==> src/rtl/game_event_pkg.sv <==
// Shared types and BCD constants for the collision event engine and its score FIFO.
package game_event_pkg;

    localparam int EVT_W = 24;

    typedef struct packed {
        logic             sub;
        logic [EVT_W-1:0] delta;
    } score_evt_t;

    localparam logic [EVT_W-1:0] BCD_TARGET_DEFAULT = 24'h000040;
    localparam logic [EVT_W-1:0] BCD_BONUS_DEFAULT  = 24'h000100;
    localparam logic [EVT_W-1:0] BCD_PENALTY        = 24'h000050;

    typedef enum logic {READY, COOLDOWN} life_st_t;
    typedef enum logic {ARMED, DISARMED} bonus_st_t;

endpackage

==> src/rtl/event_fifo.sv <==
// Synchronous FIFO of score events; head is read straight from the storage registers.
module event_fifo
    import game_event_pkg::*;
#(
    parameter int DEPTH = 4
) (
    input  logic       i_clk,
    input  logic       i_reset,
    input  logic       i_push,
    input  score_evt_t i_din,
    input  logic       i_pop,
    output score_evt_t o_head,
    output logic       o_full,
    output logic       o_empty
);

    localparam int AW = $clog2(DEPTH);

    score_evt_t       r_mem [DEPTH];
    logic [AW-1:0]    r_wr_ptr;
    logic [AW-1:0]    r_rd_ptr;
    logic [AW:0]      r_count;
    logic             w_do_push;
    logic             w_do_pop;

    assign o_empty   = (r_count == '0);
    assign o_full    = (r_count == (AW+1)'(DEPTH));
    assign w_do_pop  = i_pop && !o_empty;
    // A full FIFO still accepts a push when the head leaves in the same cycle.
    assign w_do_push = i_push && (!o_full || w_do_pop);
    assign o_head    = r_mem[r_rd_ptr];

    always_ff @(posedge i_clk or posedge i_reset) begin
        if (i_reset) begin
            r_wr_ptr <= '0;
            r_rd_ptr <= '0;
            r_count  <= '0;
            for (int i = 0; i < DEPTH; i++) begin
                r_mem[i] <= '0;
            end
        end else begin
            if (w_do_push) begin
                r_mem[r_wr_ptr] <= i_din;
                r_wr_ptr        <= r_wr_ptr + 1'b1;
            end
            if (w_do_pop) begin
                r_rd_ptr <= r_rd_ptr + 1'b1;
            end
            case ({w_do_push, w_do_pop})
                2'b10:   r_count <= r_count + 1'b1;
                2'b01:   r_count <= r_count - 1'b1;
                default: r_count <= r_count;
            endcase
        end
    end

endmodule

==> src/rtl/collision_event_engine.sv <==
// Resolves shot/target/player overlaps into debounced score, life and time events.
// Optional build macro COLLISION_PENALTY_EN adds a subtracting penalty event per life lost.
module collision_event_engine
    import game_event_pkg::*;
#(
    parameter int                               NUM_SHOTS    = 3,
    parameter int                               NUM_TARGETS  = 4,
    parameter int                               SCORE_W      = 24,
    parameter logic [NUM_TARGETS*SCORE_W-1:0]   TARGET_SCORE = {NUM_TARGETS{BCD_TARGET_DEFAULT}},
    parameter logic [SCORE_W-1:0]               BONUS_SCORE  = BCD_BONUS_DEFAULT,
    parameter int                               BONUS_TIME   = 60,
    parameter int                               HIT_COOLDOWN = 200,
    parameter int                               FIFO_DEPTH   = 4
) (
    input  logic                   i_clk,
    input  logic                   i_reset,
    input  logic                   i_start_of_frame,
    input  logic                   i_rearm_tick,
    input  logic                   i_ghost_mode,
    input  logic                   i_dr_player,
    input  logic                   i_dr_hazard,
    input  logic                   i_dr_bonus,
    input  logic [NUM_SHOTS-1:0]   i_dr_shot,
    input  logic [NUM_TARGETS-1:0] i_dr_target,
    output logic [NUM_SHOTS-1:0]   o_shot_hit,
    output logic [NUM_TARGETS-1:0] o_target_hit,
    output logic                   o_score_valid,
    input  logic                   i_score_ready,
    output logic [SCORE_W-1:0]     o_score_delta,
    output logic                   o_score_sub,
    output logic                   o_life_dec,
    output logic                   o_time_req,
    output logic [10:0]            o_time_len,
    output logic [7:0]             o_drop_cnt
);

    localparam int CD_W = $clog2(HIT_COOLDOWN + 1);

    logic [NUM_SHOTS-1:0]   r_shot_hit;
    logic [NUM_TARGETS-1:0] r_target_hit;
    logic [NUM_TARGETS-1:0] r_latch;
    logic [NUM_TARGETS-1:0] r_pending;
    logic                   r_bonus_pend;
    logic                   r_life_dec;
    logic                   r_time_req;
    logic [10:0]            r_time_len;
    logic [7:0]             r_drop_cnt;
    logic [CD_W-1:0]        r_cd;
    life_st_t               r_life_st;
    bonus_st_t              r_bonus_st;

    logic                   w_any_shot;
    logic                   w_any_target;
    logic [NUM_TARGETS-1:0] w_hit;
    logic [NUM_TARGETS-1:0] w_first;
    logic [NUM_TARGETS-1:0] w_set_pend;
    logic [NUM_TARGETS-1:0] w_drop_tgt;
    logic [NUM_TARGETS-1:0] w_clr_tgt;
    logic                   w_clr_bonus;
    logic                   w_bonus_fire;
    logic                   w_bonus_drop;
    logic                   w_life_fire;
    logic                   w_push;
    logic                   w_pop;
    logic                   w_can_push;
    logic                   w_full;
    logic                   w_empty;
    logic [7:0]             w_drop_num;
    logic [8:0]             w_drop_sum;
    logic [CD_W-1:0]        w_cd_next;
    life_st_t               w_life_st_next;
    bonus_st_t              w_bonus_st_next;
    score_evt_t             w_push_evt;
    score_evt_t             w_head;

    assign w_any_shot   = |i_dr_shot;
    assign w_any_target = |i_dr_target;

    // start_of_frame masks new hits so the latch clear always wins.
    for (genvar gi = 0; gi < NUM_TARGETS; gi++) begin : g_target
        assign w_hit[gi]      = i_dr_target[gi] & w_any_shot;
        assign w_first[gi]    = w_hit[gi] & ~r_latch[gi] & ~i_start_of_frame;
        assign w_drop_tgt[gi] = w_first[gi] & r_pending[gi];
        assign w_set_pend[gi] = w_first[gi] & ~r_pending[gi];
    end

    // Bonus state machine
    always_comb begin
        w_bonus_st_next = r_bonus_st;
        w_bonus_fire    = 1'b0;
        case (r_bonus_st)
            ARMED: begin
                if (i_dr_player && i_dr_bonus) begin
                    w_bonus_fire = 1'b1;
                    if (!i_rearm_tick) begin
                        w_bonus_st_next = DISARMED;
                    end
                end
            end
            DISARMED: begin
                if (i_rearm_tick) begin
                    w_bonus_st_next = ARMED;
                end
            end
            default: w_bonus_st_next = ARMED;
        endcase
    end

    assign w_bonus_drop = w_bonus_fire & r_bonus_pend;

    // Life state machine; the cooldown counts frames, not cycles.
    always_comb begin
        w_life_st_next = r_life_st;
        w_cd_next      = r_cd;
        w_life_fire    = 1'b0;
        case (r_life_st)
            READY: begin
                if (i_dr_player && i_dr_hazard && !i_ghost_mode) begin
                    w_life_fire    = 1'b1;
                    w_life_st_next = COOLDOWN;
                    w_cd_next      = CD_W'(HIT_COOLDOWN);
                end
            end
            COOLDOWN: begin
                if (i_start_of_frame) begin
                    if (r_cd <= CD_W'(1)) begin
                        w_cd_next      = '0;
                        w_life_st_next = READY;
                    end else begin
                        w_cd_next = r_cd - 1'b1;
                    end
                end
            end
            default: w_life_st_next = READY;
        endcase
    end

`ifdef COLLISION_PENALTY_EN
    logic r_pen_pend;
    logic w_pen_drop;
    logic w_clr_pen;

    assign w_pen_drop  = w_life_fire & r_pen_pend;
    assign o_score_sub = w_head.sub;

    always_ff @(posedge i_clk or posedge i_reset) begin
        if (i_reset) begin
            r_pen_pend <= 1'b0;
        end else begin
            r_pen_pend <= (r_pen_pend & ~w_clr_pen) | (w_life_fire & ~r_pen_pend);
        end
    end
`else
    logic w_unused_sub;

    assign w_unused_sub = w_head.sub;
    assign o_score_sub  = 1'b0;
`endif

    assign w_pop      = o_score_valid && i_score_ready;
    assign w_can_push = !w_full || w_pop;

    // Pusher: bonus first, then lowest-index target, penalty last.
    always_comb begin
        w_push      = 1'b0;
        w_push_evt  = '0;
        w_clr_tgt   = '0;
        w_clr_bonus = 1'b0;
`ifdef COLLISION_PENALTY_EN
        w_clr_pen   = 1'b0;
`endif
        if (w_can_push) begin
            if (r_bonus_pend) begin
                w_push           = 1'b1;
                w_clr_bonus      = 1'b1;
                w_push_evt.delta = BONUS_SCORE;
            end else begin
                for (int t = NUM_TARGETS - 1; t >= 0; t--) begin
                    if (r_pending[t]) begin
                        w_push           = 1'b1;
                        w_clr_tgt        = '0;
                        w_clr_tgt[t]     = 1'b1;
                        w_push_evt.delta = TARGET_SCORE[t*SCORE_W +: SCORE_W];
                    end
                end
`ifdef COLLISION_PENALTY_EN
                if (!w_push && r_pen_pend) begin
                    w_push           = 1'b1;
                    w_clr_pen        = 1'b1;
                    w_push_evt.sub   = 1'b1;
                    w_push_evt.delta = BCD_PENALTY;
                end
`endif
            end
        end
    end

    always_comb begin
        w_drop_num = '0;
        for (int t = 0; t < NUM_TARGETS; t++) begin
            w_drop_num = w_drop_num + {7'd0, w_drop_tgt[t]};
        end
        w_drop_num = w_drop_num + {7'd0, w_bonus_drop};
`ifdef COLLISION_PENALTY_EN
        w_drop_num = w_drop_num + {7'd0, w_pen_drop};
`endif
    end

    assign w_drop_sum = {1'b0, r_drop_cnt} + {1'b0, w_drop_num};

    always_ff @(posedge i_clk or posedge i_reset) begin
        if (i_reset) begin
            r_shot_hit   <= '0;
            r_target_hit <= '0;
            r_latch      <= '0;
            r_pending    <= '0;
            r_bonus_pend <= 1'b0;
            r_life_dec   <= 1'b0;
            r_time_req   <= 1'b0;
            r_time_len   <= '0;
            r_drop_cnt   <= '0;
            r_cd         <= '0;
            r_life_st    <= READY;
            r_bonus_st   <= ARMED;
        end else begin
            r_shot_hit   <= i_dr_shot & {NUM_SHOTS{w_any_target}};
            r_target_hit <= w_first;
            r_latch      <= i_start_of_frame ? '0 : (r_latch | w_hit);
            r_pending    <= (r_pending & ~w_clr_tgt) | w_set_pend;
            r_bonus_pend <= (r_bonus_pend & ~w_clr_bonus) | (w_bonus_fire & ~r_bonus_pend);
            r_life_dec   <= w_life_fire;
            r_time_req   <= w_bonus_fire;
            r_time_len   <= w_bonus_fire ? 11'(BONUS_TIME) : 11'd0;
            r_drop_cnt   <= w_drop_sum[8] ? 8'hFF : w_drop_sum[7:0];
            r_cd         <= w_cd_next;
            r_life_st    <= w_life_st_next;
            r_bonus_st   <= w_bonus_st_next;
        end
    end

    event_fifo #(
        .DEPTH (FIFO_DEPTH)
    ) u_fifo (
        .i_clk   (i_clk),
        .i_reset (i_reset),
        .i_push  (w_push),
        .i_din   (w_push_evt),
        .i_pop   (w_pop),
        .o_head  (w_head),
        .o_full  (w_full),
        .o_empty (w_empty)
    );

    assign o_shot_hit    = r_shot_hit;
    assign o_target_hit  = r_target_hit;
    assign o_score_valid = !w_empty;
    assign o_score_delta = w_head.delta;
    assign o_life_dec    = r_life_dec;
    assign o_time_req    = r_time_req;
    assign o_time_len    = r_time_len;
    assign o_drop_cnt    = r_drop_cnt;

endmodule

==> config.mk <==
export PLATFORM = sky130hd
export DESIGN_NAME = collision_event_engine
export DESIGN_NICKNAME = d
export VERILOG_FILES = /design/src/rtl/game_event_pkg.sv /design/src/rtl/event_fifo.sv /design/src/rtl/collision_event_engine.sv
export SDC_FILE = /design/constraint.sdc
export NUM_CORES = 1
export LEC_CHECK = 0
export CAP_MARGIN = 15
export CORE_UTILIZATION = 49
export DETAILED_ROUTE_END_ITERATION = 12
export PLACE_DENSITY = 0.8
export SLEW_MARGIN = 20
export SYNTH_ARGS = -nofsm -noshare
export SYNTH_HDL_FRONTEND = slang
export SYNTH_SLANG_ARGS = --single-unit
==> constraint.sdc <==
create_clock -name i_clk -period 4.05 [get_ports i_clk]
set_input_delay 0.81 -clock i_clk [delete_from_list [all_inputs] [get_ports i_clk]]
set_output_delay 0.81 -clock i_clk [all_outputs]
set_load 0.01 [all_outputs]
==> results.toml <==
[clock_tree]
cts_buffers = 5
clk_transition_reported_paths_ps = 80
cts_hold_buf = 0
postCtsSetupBuffers = 0
worstSkewPairLatency_ps = 300
cts-root-buf = "clkbuf_8"
clock_sinks = 51
cts_tree = "done"
max-clock-path-buffers = 2
htreeDepth = 2

[synth]
ys_seq_area_frac = 0.4731
syn_area_per_cell_sq_um = 10.70
synth_top_cell_by_area = "dfrtp_1"
syn_area_sq_mm = 0.002698
synthAdderAreaFrac = 0.08071
synth_top_family_by_area = "simple AND/OR/NAND/NOR gates"
yosys_register_bits = 51
ys.warnings.count = 0
synth-compound-area-share = 0.1020
ys_types = 42
synth_cells = 252
synth_area_leaders = "dfrtp_1, buf_4, ha_1"
synth_top_area_frac = 0.4731
synth-xor-area-share = 0.02922
synthMuxAreaShare = 0.03711
synth-simple-area-share = 0.1540

[finish]
stdcell_count = 368
fin_util = 0.6120
nets = 328
final_layout_size_suffix_gt1_frac = 0.1007
ff_latch_area_sq_mm = 0.001276
multi_input_area_sq_mm = 0.001229
diodes = 0
fillers = 422
area_growth_pct = 18.09
final_common_cell = "dfrtp_1"
final_cell_mix = "dfrtp_1, clkdlybuf4s50_1, conb_1, nor2_1, inv_1"

[floorplan]
die_x_um = 76.20
core_sq_mm = 0.005205
io_pins = 70
die-area_sq_mm = 0.005806
start_util = 0.5183
die_y_um = 76.20
std_cell_rows = 26

[power]
p_leak_nw = 1.471
powerDensity_mw_per_mm2 = 583.8
vdd_drop_max_mv = 0.2754

[timing]
setup_tns_ps = 0
fin_skew_ps = 8.408
relSlewSlack = 0.4332
fmax_ghz = 0.2556
finalCriticalPeriod_ps = 3912
worst_pin_slew_ps = 850.2
fin_ws_ps = 137.6
drv_slew = 0
setup_viol = 0
fin_crit_sh = 0.9660
rsz0062_at_grt = "false"
hold_viol_final = 0

[critical_path]
r2r_slack_ps = 1030
required_ps = 4240
worstPathArrival_ps = 4100
worstSetupStartpointType = "input pin"
crit_fanout = 3
end_kind = "flip-flop"
critPathKind = "in -> reg"

[routing]
routed_wl_um = 4607
first_pass_iters = 4
drt_drc_violations_left = 0
vias = 1825
viasPerCell = 4.959
detail-route-antenna-nets = 0
drtIter0Drc = 102
wire_per_inst_um = 12.52

[grt]
antenna_found_initial = 0
grt_max_degree = 52
grt_use_total = 0.1660
grt_pass1_wl_um = 7679
grt_pass1_vias = 1666
gr-total-overflow = 0

[placed_design]
pre_cts_ws_ps = -319.7
dp_cells = 360
hpwlAfterDp_um = 3418
gp_congestion = 0.7714
io_buffers = 39

[job]
cap_viol_max_count = 0

[min_path]
hp-class = "reg -> reg"

[run_status]
outcome = "finished clean"
==> report_power, final <==
| group | switching, mW | internal [mW] | total (mW) | leakage, nW |
|---|---|---|---|---|
| Clock | 0.155 | 0.122 | 0.277 | 0.0422 |
| Sequential | 0.152 | 0.671 | 0.823 | 0.628 |
| Combinational | 0.363 | 0.397 | 0.760 | 0.800 |
==> worst max-delay path: stages <==
cell	delay, ps
clkdlybuf4s50_1	410
or3_1	400
nand2b_1	140
nor3b_1	80
and2_1	170
fa_1	480
fa_1	490
ha_1	240
fa_2	380
a21oi_4	160
nand2_1	70
mux2_2	260
==> repair_timing <==
| item | in CTS | in global routing |
|---|---|---|
| gates cloned | 0 | 0 |
| endpoints found under the setup margin | 3 | 7 |
| resized for setup | 1 | 5 |
| pin swaps | 0 | 1 |
==> final timing paths <==
check	startpoint	to	cells after the start
setup / recovery	i_dr_shot[0]	o_drop_cnt[7]	12
hold / removal	r_latch[0]	o_target_hit[0]	1
setup reg to reg	r_latch[0]	o_drop_cnt[7]	9
hold reg to reg	r_latch[0]	o_target_hit[0]	1
max in group asynchronous	i_reset	r_pending[2]	2
min in group asynchronous	i_reset	r_cd[5]	2
==> kinds of logic after synthesis <==
kind of cell | Yosys count
compound gates | 40
xor+xnor | 9
fa+ha+maj | 15
buf+inv | 54
flops | 51
mux | 7
other cells | 1
simple gates | 75
==> layer usage <==
layer  routed length (um)  GRT usage
met5                    0          0
met4                   52    0.05769
met3                  168    0.03234
met2                 2209     0.2636
met1                 2177     0.2284
==> area by class of cell <==
type / count / area share
clock buffer: 7 / 0.02396
clock inverter: 1 / 0.001571
inverter: 16 / 0.01925
multi-input combinational: 176 / 0.3857
sequential: 51 / 0.4006
tap: 70 / 0.02749
timing repair buffer: 47 / 0.1414
==> stage by stage <==
stage	cell area (sq um)	power, mW	hold WS (ps)
2_1_floorplan	2806	1.353	424.4
3_3_place_gp	3074	1.549	449.8
3_5_place_dp	3074	1.584	453.7
4_1_cts	3159	1.865	465.0
5_1_grt	3186	2.010	491.9
6_report	3186	1.860	458.6
==> synthesized netlist by cell type <==
library cell   n
nor2b_1        4
a211oi_1       1
or4b_1         1
fa_1           4
nand3_1        9
nor3b_1        5
o41ai_1        1
nand4bb_1      1
o31ai_1        5
a21o_1         2
mux2i_1        1
nor4_1         2
buf_4         34
xnor2_1        6
a32o_1         4
or4_1          2
nand2b_1       5
nor4b_2        1
o22a_1         2
conb_1         1
inv_1         16
ha_1          11
o21ai_1        1
or3_4          2
nor3_1         3
a32oi_1        4
o21ai_0        4
clkbuf_1       4
nor2_1        17
a31oi_1        2
and3b_1        1
xor2_1         3
mux2_2         4
o211ai_1       1
nand2_1       14
a21oi_1       12
dfrtp_1       51
and2_1         5
o311ai_0       1
or3_1          2
or2_2          1
mux4_2         2
==> state kept, by name, summed over array words and instances (netlist names) <==
name,flops
o_life_dec,1
r_bonus_pend,1
o_time_len,1
u_fifo.r_count,3
r_life_st,1
r_cd,8
o_shot_hit,3
o_target_hit,4
r_latch,4
r_bonus_st,1
r_pending,4
u_fifo.r_rd_ptr,2
u_fifo.r_wr_ptr,2
o_drop_cnt,8
u_fifo.r_mem,8
Note: power is estimated with default switching activity, not from simulation.
==> patch: new RTL, same flow settings <==
Set the parameter `BONUS_TIME` to 59 (it was 60).
--- a/src/rtl/collision_event_engine.sv
+++ b/src/rtl/collision_event_engine.sv
@@ -10,3 +10,3 @@
     parameter logic [SCORE_W-1:0]               BONUS_SCORE  = BCD_BONUS_DEFAULT,
-    parameter int                               BONUS_TIME   = 60,
+    parameter int                               BONUS_TIME   = 59,
     parameter int                               HIT_COOLDOWN = 200,
Function: changed (Yosys sat finds a counterexample within 4 cycles, from zero or initial values and one cycle with i_reset high).
==> patch against the original RTL <==
  * Worst hold slack better by 0.0092 ns
  * Critical endpoint is now o_drop_cnt[5]$_DFF_PP0_
  * Sequential cell count stayed put
  * Non-clock buffer count is 4 higher
  * Synthesized cell count increased by 3.6%
  * Worst setup slack lost 0.0025 ns
  * Design area rose by 3.5%
  * Synthesized area rose by 3.9%
  * Sequential share of layout area decreased by 1.4 points
  * Routed wire length is 9.8% higher
  * Power up 5.2%
==> patch: results (changes against the original RTL) <==
stage;metric;value;unit;change
power_and_ir_drop;leakagePower;0.00148;uW;was 0.00147 uW
logic_synthesis;synthTopCellsByArea;dfrtp_1 (46%), buf_4 (9.1%), ha_1 (4.9%);;was dfrtp_1 (47%), buf_4 (9.5%), ha_1 (5.1%)
logic_synthesis;synthTopCellsByCount;dfrtp_1 (51), buf_4 (34), inv_1 (17);;was dfrtp_1 (51), buf_4 (34), nor2_1 (17)
placed_design;gp_congestion;0.789;;was 0.771
outcome;status;complete, no violations;;unchanged
logic_synthesis;yosysUniqueCellTypes;51;;was 42
timing;tightest_slew;0.864;ns;was 0.850 ns
worst_setup_path;cpPeakStageDelay;0.50;ns;
finish;drive_gt1_frac;0.117;;was 0.101
drt;wl_per_cell;13.3;um;was 12.5 um
logic_synthesis;synthArstFlopShare;1.00;;unchanged
finish;n_fill_cell;452;;was 422
global_route;grt_pass1_wl;8190;um;was 7680 um
logic_synthesis;yosysSeqAreaShare;0.455;;was 0.473
worst_setup_path;crit_slowest_cell;clkdlybuf4s50_1;;was fa_1
clock_network;cts_max_path_buffers;2;;unchanged
worst_setup_path;crit_arrival;4.11;ns;was 4.10 ns
drt;dr.pass1.iters;4;;unchanged
logic_synthesis;yosys_warnings;0;;unchanged
finish;diodes;0;;unchanged
global_route;antenna_found_initial;0;;unchanged
clock_network;cts_buffers;5;;unchanged
clock_network;clk_pin_slew;0.09;ns;
logic_synthesis;synth.area.mux_share;0.0362;;was 0.0371
logic_synthesis;synth_compound_area_frac;0.110;;was 0.102
worst_setup_path;cp_max_fo;6;;was 3
global_route;grt_pass1_vias;1742;;was 1666
min_path;hold_path.class;reg2reg;;unchanged
global_route;grt_usage;0.176;;was 0.166
logic_synthesis;yosys_most_used_dff;dfrtp_1;;unchanged
placed_design;io_buffers;40;;was 39
clock_network;clk_latency;0.30;ns;about the same
drt;dr.first_iter.drc_count;172;;was 102
timing;fin_skew;0.00492;ns;was 0.00841 ns
logic_synthesis;yosys.area_share.xor_xnor;0.0250;;was 0.0292
drt;vias;1961;;was 1825
power_and_ir_drop;ir_drop;0.221;mV;was 0.275 mV
global_route;grt_max_degree;52;;unchanged
clock_network;cts-root-buf;clkbuf_8;;unchanged
finish;nNetsFinal;337;;was 328
placed_design;hpwl;3680;um;was 3420 um
clock_network;htreeDepth;2;;unchanged
logic_synthesis;synth_fa_ha_area_frac;0.0777;;was 0.0807
[patch: cell count changes in the layout (fill, tap and decap cells not counted), moves of 5 or more]
cell / before / now
nor2_1: 17 / 12
a21oi_1: 11 / 5
or3_1: 2 / 7
nand3_1: 8 / 13
[patch: kinds of logic after synthesis]
kind of cell	after synthesis
AND/OR/NAND/NOR	81
buffers and inverters	58
flip-flops	51
AO/OA/AOI/OAI	40
adder cells (fa/ha/maj)	15
XOR/XNOR	8
multiplexers	7
other	1
[patch: final timing paths]
kind	cells past startpoint	end	slack [ns]	from
setup reg to reg	10	o_drop_cnt[5]$_DFF_PP0_	0.88	r_latch[2]$_DFF_PP0_
hold reg to reg	1	o_target_hit[0]$_DFF_PP0_	0.47	r_latch[0]$_DFF_PP0_
setup / recovery	12	o_drop_cnt[5]$_DFF_PP0_	0.14	i_dr_shot[0]
max in group asynchronous	2	r_pending[1]$_DFF_PP0_	2.56	i_reset
min in group asynchronous	2	o_time_len[4]$_DFF_PP0_	0.98	i_reset
hold / removal	1	o_target_hit[0]$_DFF_PP0_	0.47	r_latch[0]$_DFF_PP0_
[patch: routing by layer]
metal  share of wire  track usage
met5               0            0
met4           0.018       0.0736
met3           0.042       0.0412
met2            0.48        0.279
met1            0.46        0.232
[patch: where the power goes]
| group | switching (uW) | internal, uW |
|---|---|---|
| clock | 160 | 121 |
| combinational | 404 | 420 |
| sequential | 175 | 678 |
[patch: cell type report]
class / count / share of cell area
inverters: 17 / 0.0197
multi-input cells: 180 / 0.393
clock inverters: 2 / 0.00379
clock buffers: 6 / 0.0220
well taps: 72 / 0.0273
flip-flops and latches: 51 / 0.387
repair buffers: 51 / 0.147
[patch: repair_timing]
action / 4_1_cts / 5_1_grt
hold buffers: 0 / 0
resized for setup: 0 / 7
hold endpoints to repair: 0 / 0
setup buffers: 0 / 1
setup endpoints to repair: 0 / 8
[patch: worst max-delay path, delay by kind of cell]
kind	cells	cell delay, ns
buf+inv	2	0.64
simple gates	3	0.65
compound gates	2	0.23
fa+ha+maj	4	1.51
mux	1	0.27
[patch: per-stage QoR]
stage	setup WS [ns]	cells	area [sq um]	utilization	hold WS (ns)
2_1_floorplan	0.164	289	2910	-	0.427
3_3_place_gp	-0.224	370	3180	0.577	0.447
3_5_place_dp	-0.301	370	3180	0.577	0.449
4_1_cts	0.00715	378	3260	0.592	0.466
5_1_grt	-0.00215	379	3300	0.599	0.497
6_report	0.135	379	3300	0.599	0.468
